## config.mk

```make
export PLATFORM = sky130hd
export DESIGN_NAME = frame_buffer_arbiter_flat
export DESIGN_NICKNAME = d
export VERILOG_FILES = /design/src/rtl/frame_buffer_arbiter_pkg.sv /design/src/rtl/frame_buffer_arbiter_if.sv /design/src/rtl/frame_buffer_arbiter_wr_fifo.sv /design/src/rtl/frame_buffer_arbiter.sv /design/src/flat_wrapper.sv
export SDC_FILE = /design/constraint.sdc
export NUM_CORES = 1
export LEC_CHECK = 0
export BUFFER_PORTS_ARGS = -buffer_cell sky130_fd_sc_hd__buf_2
export CORE_AREA = 4 4 88 132
export CTS_BUF_LIST = sky130_fd_sc_hd__clkbuf_16
export DETAILED_ROUTE_END_ITERATION = 16
export DIE_AREA = 0 0 92 136
export GPL_ROUTABILITY_DRIVEN = 0
export PLACE_DENSITY = 0.66
export SLEW_MARGIN = 40
export SYNTH_ARGS = -nofsm -noshare
export SYNTH_HDL_FRONTEND = slang
export SYNTH_SLANG_ARGS = --single-unit
```

## constraint.sdc

```tcl
create_clock -name clk -period 2.5 [get_ports clk]
set_input_delay 0.125 -clock clk [delete_from_list [all_inputs] [get_ports clk]]
set_output_delay 0.125 -clock clk [all_outputs]
set_load 0.02 [all_outputs]
```

## src/rtl/frame_buffer_arbiter_pkg.sv

```systemverilog
`default_nettype none
// ============================================================================
// Package     : fb_pkg
// Description : Shared types and constants for the frame buffer arbiter:
//               canvas geometry, colour type and palette, brush-queue entry
//               layout and the arbiter state encoding.
// Ports       : none (package)
// Revision    : 1.0 - initial release
// ============================================================================
package fb_pkg;

  localparam int COORD_MAX = 128;   // canvas is COORD_MAX x COORD_MAX
  localparam int ADDR_W    = 14;    // {y[6:0], x[6:0]}
  localparam int COLOR_W   = 3;
  localparam int COORD_W   = 10;

  typedef logic [COLOR_W-1:0] color_t;

  localparam color_t BLACK   = 3'd0;
  localparam color_t BLUE    = 3'd1;
  localparam color_t GREEN   = 3'd2;
  localparam color_t CYAN    = 3'd3;
  localparam color_t RED     = 3'd4;
  localparam color_t MAGENTA = 3'd5;
  localparam color_t YELLOW  = 3'd6;
  localparam color_t WHITE   = 3'd7;
  localparam color_t ERASE   = WHITE;  // blank-canvas colour

  typedef enum logic [0:0] {
    IDLE  = 1'b0,
    CLEAR = 1'b1
  } state_t;

  // 23-bit brush-queue entry: {x[6:0], y[6:0], pad[5:0], color[2:0]}
  typedef struct packed {
    logic [6:0] x;
    logic [6:0] y;
    logic [5:0] pad;
    color_t     color;
  } wr_entry_t;

  // True when a 10-bit coordinate lies on the canvas (< COORD_MAX).
  function automatic logic coord_ok(input logic [COORD_W-1:0] c);
    return (c[COORD_W-1:7] == '0);
  endfunction

endpackage
`default_nettype wire

```

## src/rtl/frame_buffer_arbiter_if.sv

```systemverilog
`default_nettype none
// ============================================================================
// Interface   : frame_buffer_arbiter_if
// Description : Bundles the VGA read port, brush write handshake, clear
//               control and frame-RAM port of the frame buffer arbiter.
// Modports    : slave  - arbiter view (drives rd_color, wr_ready, RAM port)
//               master - environment view (drives coordinates, requests,
//                        ram_rdata)
// Revision    : 1.0 - initial release
// ============================================================================
interface frame_buffer_arbiter_if;
  import fb_pkg::*;

  logic [COORD_W-1:0] rd_x;
  logic [COORD_W-1:0] rd_y;
  color_t             rd_color;
  logic               wr_valid;
  logic               wr_ready;
  logic [COORD_W-1:0] wr_x;
  logic [COORD_W-1:0] wr_y;
  color_t             wr_color;
  logic               clear_req;
  logic               clear_busy;
  logic [7:0]         drop_cnt;
  logic [ADDR_W-1:0]  ram_addr;
  logic               ram_re;
  logic               ram_we;
  color_t             ram_wdata;
  color_t             ram_rdata;

  modport slave (
    input  rd_x, rd_y, wr_valid, wr_x, wr_y, wr_color, clear_req, ram_rdata,
    output rd_color, wr_ready, clear_busy, drop_cnt,
           ram_addr, ram_re, ram_we, ram_wdata
  );

  modport master (
    output rd_x, rd_y, wr_valid, wr_x, wr_y, wr_color, clear_req, ram_rdata,
    input  rd_color, wr_ready, clear_busy, drop_cnt,
           ram_addr, ram_re, ram_we, ram_wdata
  );

endinterface
`default_nettype wire

```

## src/rtl/frame_buffer_arbiter_wr_fifo.sv

```systemverilog
`default_nettype none
// ============================================================================
// Module      : wr_fifo
// Description : Brush-write queue. Power-of-two depth circular buffer with
//               synchronous flush; simultaneous push and pop keeps occupancy.
// Ports       : clk, reset (async active-low)
//               flush_i      - discard all entries (wins over push/pop)
//               push_i/push_data_i - enqueue (ignored when full)
//               pop_i        - dequeue head (ignored when empty)
//               head_o       - oldest entry
//               empty_o/full_o - occupancy flags
// Revision    : 1.0 - initial release
// ============================================================================
module wr_fifo
  import fb_pkg::*;
#(
  parameter int FIFO_DEPTH = 4
) (
  input  logic      clk,
  input  logic      reset,
  input  logic      flush_i,
  input  logic      push_i,
  input  wr_entry_t push_data_i,
  input  logic      pop_i,
  output wr_entry_t head_o,
  output logic      empty_o,
  output logic      full_o
);

  localparam int              PTR_W    = $clog2(FIFO_DEPTH);
  localparam logic [PTR_W:0]  FULL_CNT = (PTR_W+1)'(FIFO_DEPTH);

  wr_entry_t        mem_q [FIFO_DEPTH];
  logic [PTR_W-1:0] wptr_q, wptr_d;
  logic [PTR_W-1:0] rptr_q, rptr_d;
  logic [PTR_W:0]   cnt_q,  cnt_d;
  logic             w_do_push;
  logic             w_do_pop;

  assign empty_o   = (cnt_q == '0);
  assign full_o    = (cnt_q == FULL_CNT);
  assign w_do_push = push_i && !full_o;
  assign w_do_pop  = pop_i && !empty_o;
  assign head_o    = mem_q[rptr_q];

  always_comb begin
    wptr_d = wptr_q;
    rptr_d = rptr_q;
    cnt_d  = cnt_q;
    if (flush_i) begin
      wptr_d = '0;
      rptr_d = '0;
      cnt_d  = '0;
    end else begin
      if (w_do_push) wptr_d = wptr_q + 1'b1;
      if (w_do_pop)  rptr_d = rptr_q + 1'b1;
      if (w_do_push && !w_do_pop)      cnt_d = cnt_q + 1'b1;
      else if (!w_do_push && w_do_pop) cnt_d = cnt_q - 1'b1;
    end
  end

  always_ff @(posedge clk or negedge reset) begin
    if (!reset) begin
      wptr_q <= '0;
      rptr_q <= '0;
      cnt_q  <= '0;
    end else begin
      wptr_q <= wptr_d;
      rptr_q <= rptr_d;
      cnt_q  <= cnt_d;
    end
  end

  // Storage needs no reset: occupancy alone defines which entries are live.
  always_ff @(posedge clk) begin
    if (w_do_push && !flush_i) mem_q[wptr_q] <= push_data_i;
  end

endmodule
`default_nettype wire

```

## src/rtl/frame_buffer_arbiter.sv

```systemverilog
`default_nettype none
// ============================================================================
// Module      : frame_buffer_arbiter
// Description : Time-multiplexes a single-port 128x128x3 frame RAM between a
//               VGA reader (even cycles) and a brush writer / canvas clear
//               engine (odd cycles). Brush writes are queued in wr_fifo;
//               off-canvas writes are dropped and counted.
// Ports       : clk   - system clock
//               reset - asynchronous active-low reset
//               bus   - frame_buffer_arbiter_if.slave (read port, write
//                       handshake, clear control, drop counter, RAM port)
// Revision    : 1.0 - initial release
// ============================================================================
module frame_buffer_arbiter
  import fb_pkg::*;
#(
  parameter int FIFO_DEPTH = 4
) (
  input  logic                  clk,
  input  logic                  reset,
  frame_buffer_arbiter_if.slave bus
);

  logic              phase_q;        // 0 = read slot, 1 = write slot
  state_t            state_q, state_d;
  logic [ADDR_W-1:0] clear_addr_q, clear_addr_d;
  logic              rd_oor_q;       // read-slot coordinate was off canvas
  color_t            rd_color_q, rd_color_d;
  logic [7:0]        drop_cnt_q, drop_cnt_d;

  wr_entry_t         w_push_entry;
  wr_entry_t         w_head;
  logic              w_fifo_empty;
  logic              w_fifo_full;
  logic              w_wr_ready;
  logic              w_accept;
  logic              w_wr_on_canvas;
  logic              w_push;
  logic              w_drop;
  logic              w_pop;
  logic              w_flush;
  logic              w_pad_unused;

  logic [ADDR_W-1:0] w_ram_addr;
  logic              w_ram_re;
  logic              w_ram_we;
  color_t            w_ram_wdata;

  // ---------------------------------------------------------------- brush queue
  // wr_ready is gated by reset so the handshake is closed while held in reset.
  assign w_wr_ready     = reset && (state_q == IDLE) && !w_fifo_full && !bus.clear_req;
  assign w_accept       = bus.wr_valid && w_wr_ready;
  assign w_wr_on_canvas = coord_ok(bus.wr_x) && coord_ok(bus.wr_y);
  assign w_push         = w_accept && w_wr_on_canvas;
  assign w_drop         = w_accept && !w_wr_on_canvas;
  assign w_pop          = phase_q && (state_q == IDLE) && !w_fifo_empty;
  assign w_flush        = (state_q == IDLE) && bus.clear_req;

  assign w_push_entry = '{x: bus.wr_x[6:0], y: bus.wr_y[6:0], pad: '0, color: bus.wr_color};
  assign w_pad_unused = ^w_head.pad;

  wr_fifo #(
    .FIFO_DEPTH (FIFO_DEPTH)
  ) u_wr_fifo (
    .clk         (clk),
    .reset       (reset),
    .flush_i     (w_flush),
    .push_i      (w_push),
    .push_data_i (w_push_entry),
    .pop_i       (w_pop),
    .head_o      (w_head),
    .empty_o     (w_fifo_empty),
    .full_o      (w_fifo_full)
  );

  // ---------------------------------------------------------------- FSM
  always_comb begin
    state_d      = state_q;
    clear_addr_d = clear_addr_q;
    case (state_q)
      IDLE: begin
        if (bus.clear_req) begin
          state_d      = CLEAR;
          clear_addr_d = '0;
        end
      end
      CLEAR: begin
        if (phase_q) begin
          clear_addr_d = clear_addr_q + 1'b1;
          if (clear_addr_q == '1) state_d = IDLE;
        end
      end
      default: state_d = IDLE;
    endcase
  end

  // ---------------------------------------------------------------- RAM port
  always_comb begin
    w_ram_re    = 1'b0;
    w_ram_we    = 1'b0;
    w_ram_addr  = {bus.rd_y[6:0], bus.rd_x[6:0]};
    w_ram_wdata = ERASE;
    if (reset) begin
      if (!phase_q) begin
        w_ram_re = 1'b1;
      end else if (state_q == CLEAR) begin
        w_ram_we   = 1'b1;
        w_ram_addr = clear_addr_q;
      end else if (!w_fifo_empty) begin
        w_ram_we    = 1'b1;
        w_ram_addr  = {w_head.y, w_head.x};
        w_ram_wdata = w_head.color;
      end
    end
  end

  // ---------------------------------------------------------------- read data / drop count
  // ram_rdata is valid during the write slot that follows a read slot.
  always_comb begin
    rd_color_d = rd_color_q;
    if (phase_q) rd_color_d = rd_oor_q ? ERASE : bus.ram_rdata;
    drop_cnt_d = drop_cnt_q;
    if (w_drop && (drop_cnt_q != 8'hFF)) drop_cnt_d = drop_cnt_q + 1'b1;
  end

  always_ff @(posedge clk or negedge reset) begin
    if (!reset) begin
      phase_q      <= 1'b0;
      state_q      <= IDLE;
      clear_addr_q <= '0;
      rd_oor_q     <= 1'b0;
      rd_color_q   <= ERASE;
      drop_cnt_q   <= '0;
    end else begin
      phase_q      <= ~phase_q;
      state_q      <= state_d;
      clear_addr_q <= clear_addr_d;
      if (!phase_q) rd_oor_q <= !(coord_ok(bus.rd_x) && coord_ok(bus.rd_y));
      rd_color_q   <= rd_color_d;
      drop_cnt_q   <= drop_cnt_d;
    end
  end

  assign bus.rd_color   = rd_color_q;
  assign bus.wr_ready   = w_wr_ready;
  assign bus.clear_busy = (state_q == CLEAR);
  assign bus.drop_cnt   = drop_cnt_q;
  assign bus.ram_addr   = w_ram_addr;
  assign bus.ram_re     = w_ram_re;
  assign bus.ram_we     = w_ram_we;
  assign bus.ram_wdata  = w_ram_wdata;

endmodule
`default_nettype wire

```

## src/flat_wrapper.sv

```systemverilog
// flat-port wrapper written by rule: the top's interface ports become plain ports
module frame_buffer_arbiter_flat import fb_pkg::*;
#(
  parameter int FIFO_DEPTH = 4
)
  (clk, reset, bus_rd_x, bus_rd_y, bus_wr_valid, bus_wr_x, bus_wr_y, bus_wr_color, bus_clear_req, bus_ram_rdata, bus_rd_color, bus_wr_ready, bus_clear_busy, bus_drop_cnt, bus_ram_addr, bus_ram_re, bus_ram_we, bus_ram_wdata);
  frame_buffer_arbiter_if bus_i ();
  input  logic clk;
  input  logic reset;
  input wire logic [$bits(bus_i.rd_x)-1:0] bus_rd_x;
  input wire logic [$bits(bus_i.rd_y)-1:0] bus_rd_y;
  input wire logic [$bits(bus_i.wr_valid)-1:0] bus_wr_valid;
  input wire logic [$bits(bus_i.wr_x)-1:0] bus_wr_x;
  input wire logic [$bits(bus_i.wr_y)-1:0] bus_wr_y;
  input wire logic [$bits(bus_i.wr_color)-1:0] bus_wr_color;
  input wire logic [$bits(bus_i.clear_req)-1:0] bus_clear_req;
  input wire logic [$bits(bus_i.ram_rdata)-1:0] bus_ram_rdata;
  output wire logic [$bits(bus_i.rd_color)-1:0] bus_rd_color;
  output wire logic [$bits(bus_i.wr_ready)-1:0] bus_wr_ready;
  output wire logic [$bits(bus_i.clear_busy)-1:0] bus_clear_busy;
  output wire logic [$bits(bus_i.drop_cnt)-1:0] bus_drop_cnt;
  output wire logic [$bits(bus_i.ram_addr)-1:0] bus_ram_addr;
  output wire logic [$bits(bus_i.ram_re)-1:0] bus_ram_re;
  output wire logic [$bits(bus_i.ram_we)-1:0] bus_ram_we;
  output wire logic [$bits(bus_i.ram_wdata)-1:0] bus_ram_wdata;
  assign bus_i.rd_x = bus_rd_x;
  assign bus_i.rd_y = bus_rd_y;
  assign bus_i.wr_valid = bus_wr_valid;
  assign bus_i.wr_x = bus_wr_x;
  assign bus_i.wr_y = bus_wr_y;
  assign bus_i.wr_color = bus_wr_color;
  assign bus_i.clear_req = bus_clear_req;
  assign bus_i.ram_rdata = bus_ram_rdata;
  assign bus_rd_color = bus_i.rd_color;
  assign bus_wr_ready = bus_i.wr_ready;
  assign bus_clear_busy = bus_i.clear_busy;
  assign bus_drop_cnt = bus_i.drop_cnt;
  assign bus_ram_addr = bus_i.ram_addr;
  assign bus_ram_re = bus_i.ram_re;
  assign bus_ram_we = bus_i.ram_we;
  assign bus_ram_wdata = bus_i.ram_wdata;
  frame_buffer_arbiter #(.FIFO_DEPTH(FIFO_DEPTH)) u_core (.clk(clk), .reset(reset), .bus(bus_i));
endmodule
```

==> out/results.ini <==
[synth]
synth-simple-area-share = 0.116
synthAdderAreaFrac = 0.0205
netlist_area_sq_mm = 0.00463
synth_mux_area_frac = 0.0891
synthCells = 333
yosysTopAreaCellShare = 0.441
syn_area_per_cell_sq_um = 13.9
ys_seq_elements = 103
synth_seq_area_share = 0.631
synth_compound_area_frac = 0.0921
synth_edf_count = 68
synth_xor_area_frac = 0.0246
synth_ff_type = edfxtp_1
async_flop_share = 0.340
ys_types = 43
synth_largest_area_cell = edfxtp_1
synth_common_cells = edfxtp_1 (68), dfrtp_1 (32), a22oi_1 (28), o21ai_0 (24), nand2_1 (22)
ys_warn_count = 0
synth_most_common_cell = edfxtp_1
syn-num-nets = 390
synth_top_family_by_area = simple AND/OR/NAND/NOR gates
synth.area.top_cells = edfxtp_1 (44%), dfrtp_1 (17%), mux4_2 (8.3%)

[placement]
placed_cell_area_sq_mm = 0.00522
buffer_ports.inserted = 81
dp_slack_ps = 280
dp_hpwl_microns = 7300
dp_cells = 549

[power]
clock_power_share = 0.348
worst_ir_drop_vdd_v = 0.000396
p_sw_mw = 1.16
internal_power_mw = 3.05
swShare = 0.276
p_comb_frac = 0.160
power-per-cell-area_mw_per_mm2 = 736
power_frac_seq = 0.492
power_mw = 4.21
p_leak_nw = 2.24

[cts]
clk_pin_slew_ps = 70
cts_buffer_depth = 2
cts_setup_buffers = 0
clock-root-buffer = clkbuf_16
clkLatencyLatePin_ps = 350
cts_max_level = 3
cts_made_buffers = 9
clkSinkCount = 103
cts_tree = done

[route]
avgViaCountPerCell = 5.39
dr.pass1.iters = 4
wirelength_microns = 9940
drc = 0
drt_iter0_drc = 160
ant_nets = 0
wl_per_cell_microns = 17.1
num_vias = 3139

[timing]
layout_setup_ws_ps = 147
fin_setup_tns_ps = 0
post-route-period-util = 0.941
final_hold_viol_count = 0
drv_slew = 0
tightest_slew_ps = 599
fmax_ghz = 0.425
rsz0062_at_grt = false
setup_viol = 0
max_slew_margin = 0.600
post-route-min-period_ps = 2350
fin_skew_ps = 7.18

[min_path]
hold_path.class = in2reg

[critical_path]
critPathArrivalTime_ps = 2230
path_cells = buf_4, inv_1, nor2_1, buf_4, a22oi_1, o21ai_0, buf_2
worst_path_max_delay_cell = dfrtp_1
setup.worst_path.class = reg2out
cp_common_cell = buf_4
worstPathRequired_ps = 2380
end_kind = output pin
critPathMaxStageDelay_ps = 410
cp-start-kind = flip-flop
cp_max_fo = 22

[floorplanning]
io_pins = 82
die_w_microns = 92
rows = 46
fp.dieArea_sq_mm = 0.0125
initial_core_util = 0.442
die_y_microns = 136
core_area_sq_mm = 0.0105

[global_route]
grt_overflow = 0
grtUsageTotal = 0.167
grt_pass1_vias = 3196
antenna_found_initial = 0
grt_first_pass_wirelength_microns = 16100
grt_max_degree = 23

[cells_and_area]
postLayoutCellArea_sq_mm = 0.00572
syn_to_final_growth_pct = 23.5
drive_above_1_share = 0.320
nFillCells = 899
instances_no_fill = 582
antenna_cells = 0
final_nets = 490

[flow_run]
maxCapViolations = 0

[status]
outcome = complete, no violations

[state kept, by name, indices dropped and copies added, names as in the netlist]
signal,cells
u_core.u_wr_fifo.cnt_q,3
u_core.bus.drop_cnt,8
u_core.u_wr_fifo.rptr_q,2
u_core.clear_addr_q,14
u_core.u_wr_fifo.mem_q,68
u_core.bus.clear_busy,1
u_core.phase_q,1
u_core.bus.rd_color,3
u_core.rd_oor_q,1
u_core.u_wr_fifo.wptr_q,2
[path summary, 6_finish.rpt]
path | from | cells after the start | endpoint | slack [ps]
min in group asynchronous | reset | 2 | u_core.u_wr_fifo.wptr_q[0] | 190
hold reg to reg | u_core.phase_q | 1 | u_core.phase_q | 460
max in group asynchronous | reset | 3 | u_core.bus.rd_color[1] | 1720
setup / recovery | u_core.bus.clear_busy | 7 | bus_ram_addr[11] | 150
setup reg to reg | u_core.u_wr_fifo.cnt_q[0] | 8 | u_core.u_wr_fifo.cnt_q[2] | 360
hold / removal | bus_wr_y[3] | 1 | u_core.u_wr_fifo.mem_q[1][6] | 20
[cell type report]
class | count | area (sq um) | area share
clock buffers | 9 | 225 | 0.0394
clock inverters | 7 | 96.3 | 0.0168
inverters | 6 | 22.5 | 0.00394
multi-input cells | 204 | 1600 | 0.280
flip-flops and latches | 103 | 2920 | 0.511
well taps | 144 | 180 | 0.0315
repair buffers | 109 | 673 | 0.118
[power by group through the flow]
stage / Clock [mW] / Combinational [mW] / Sequential [mW]
final: 1.47 / 0.673 / 2.07
after global routing: 1.57 / 0.741 / 2.08
after CTS: 1.50 / 0.681 / 2.06
after detailed placement: 0 / 0.660 / 2.10
after global placement: 0 / 0.644 / 2.10
after floorplan: 0 / 0.454 / 2.05
[cell usage in the layout, fill, tap and decap left out, types with 3 or more instances in the layout]
cell	n
and4_1	3
o22ai_1	4
buf_4	10
nand4_1	5
ha_1	6
a21oi_1	7
clkbuf_16	9
nor3_1	5
a22oi_1	28
mux4_2	17
mux2i_1	3
xnor2_1	6
nand3_1	14
inv_8	3
dfrtp_1	32
dlygate4sd3_1	17
o21ai_0	24
or4_1	4
nor2_1	17
edfxtp_1	68
and3_1	7
dfstp_2	3
inv_1	6
buf_2	80
and3_2	4
xor2_1	7
nand2_1	22
[through the flow]
step                      hold slack, ps   util
final                               18.8  0.546
after global routing                2.17  0.546
after CTS                           10.8  0.545
after detailed placement            36.7  0.498
after global placement              31.7  0.498
after floorplan                     -171      -
[critical path: cells and delay by family, from the launching register on]
family / cells / cell delay [ps]
buf+inv: 4 / 940
simple gates: 1 / 330
flops: 1 / 410
compound gates: 2 / 200
[routing by layer]
layer	part of all wire	global-route usage	vias up
met5	0	0	-
met4	0.013	0.0678	0
met1	0.37	0.190	1536
li1	-	-	1489
met3	0.059	0.0399	9
met2	0.56	0.301	105
[logic make-up after synthesis]
family | count (synthesis)
AOI/OAI and AO/OA | 67
xor gates and xnor gates | 13
adders and majority gates | 7
buffers and inverters | 26
DFF | 103
muxes | 20
and+or+nand+nor | 97
[timing repair]
action	in CTS	in global routing
resized for setup	0	2
hold endpoints to repair	76	0
setup endpoints to repair	0	2
hold buffers	17	0
(Power assumes the default switching activity.)
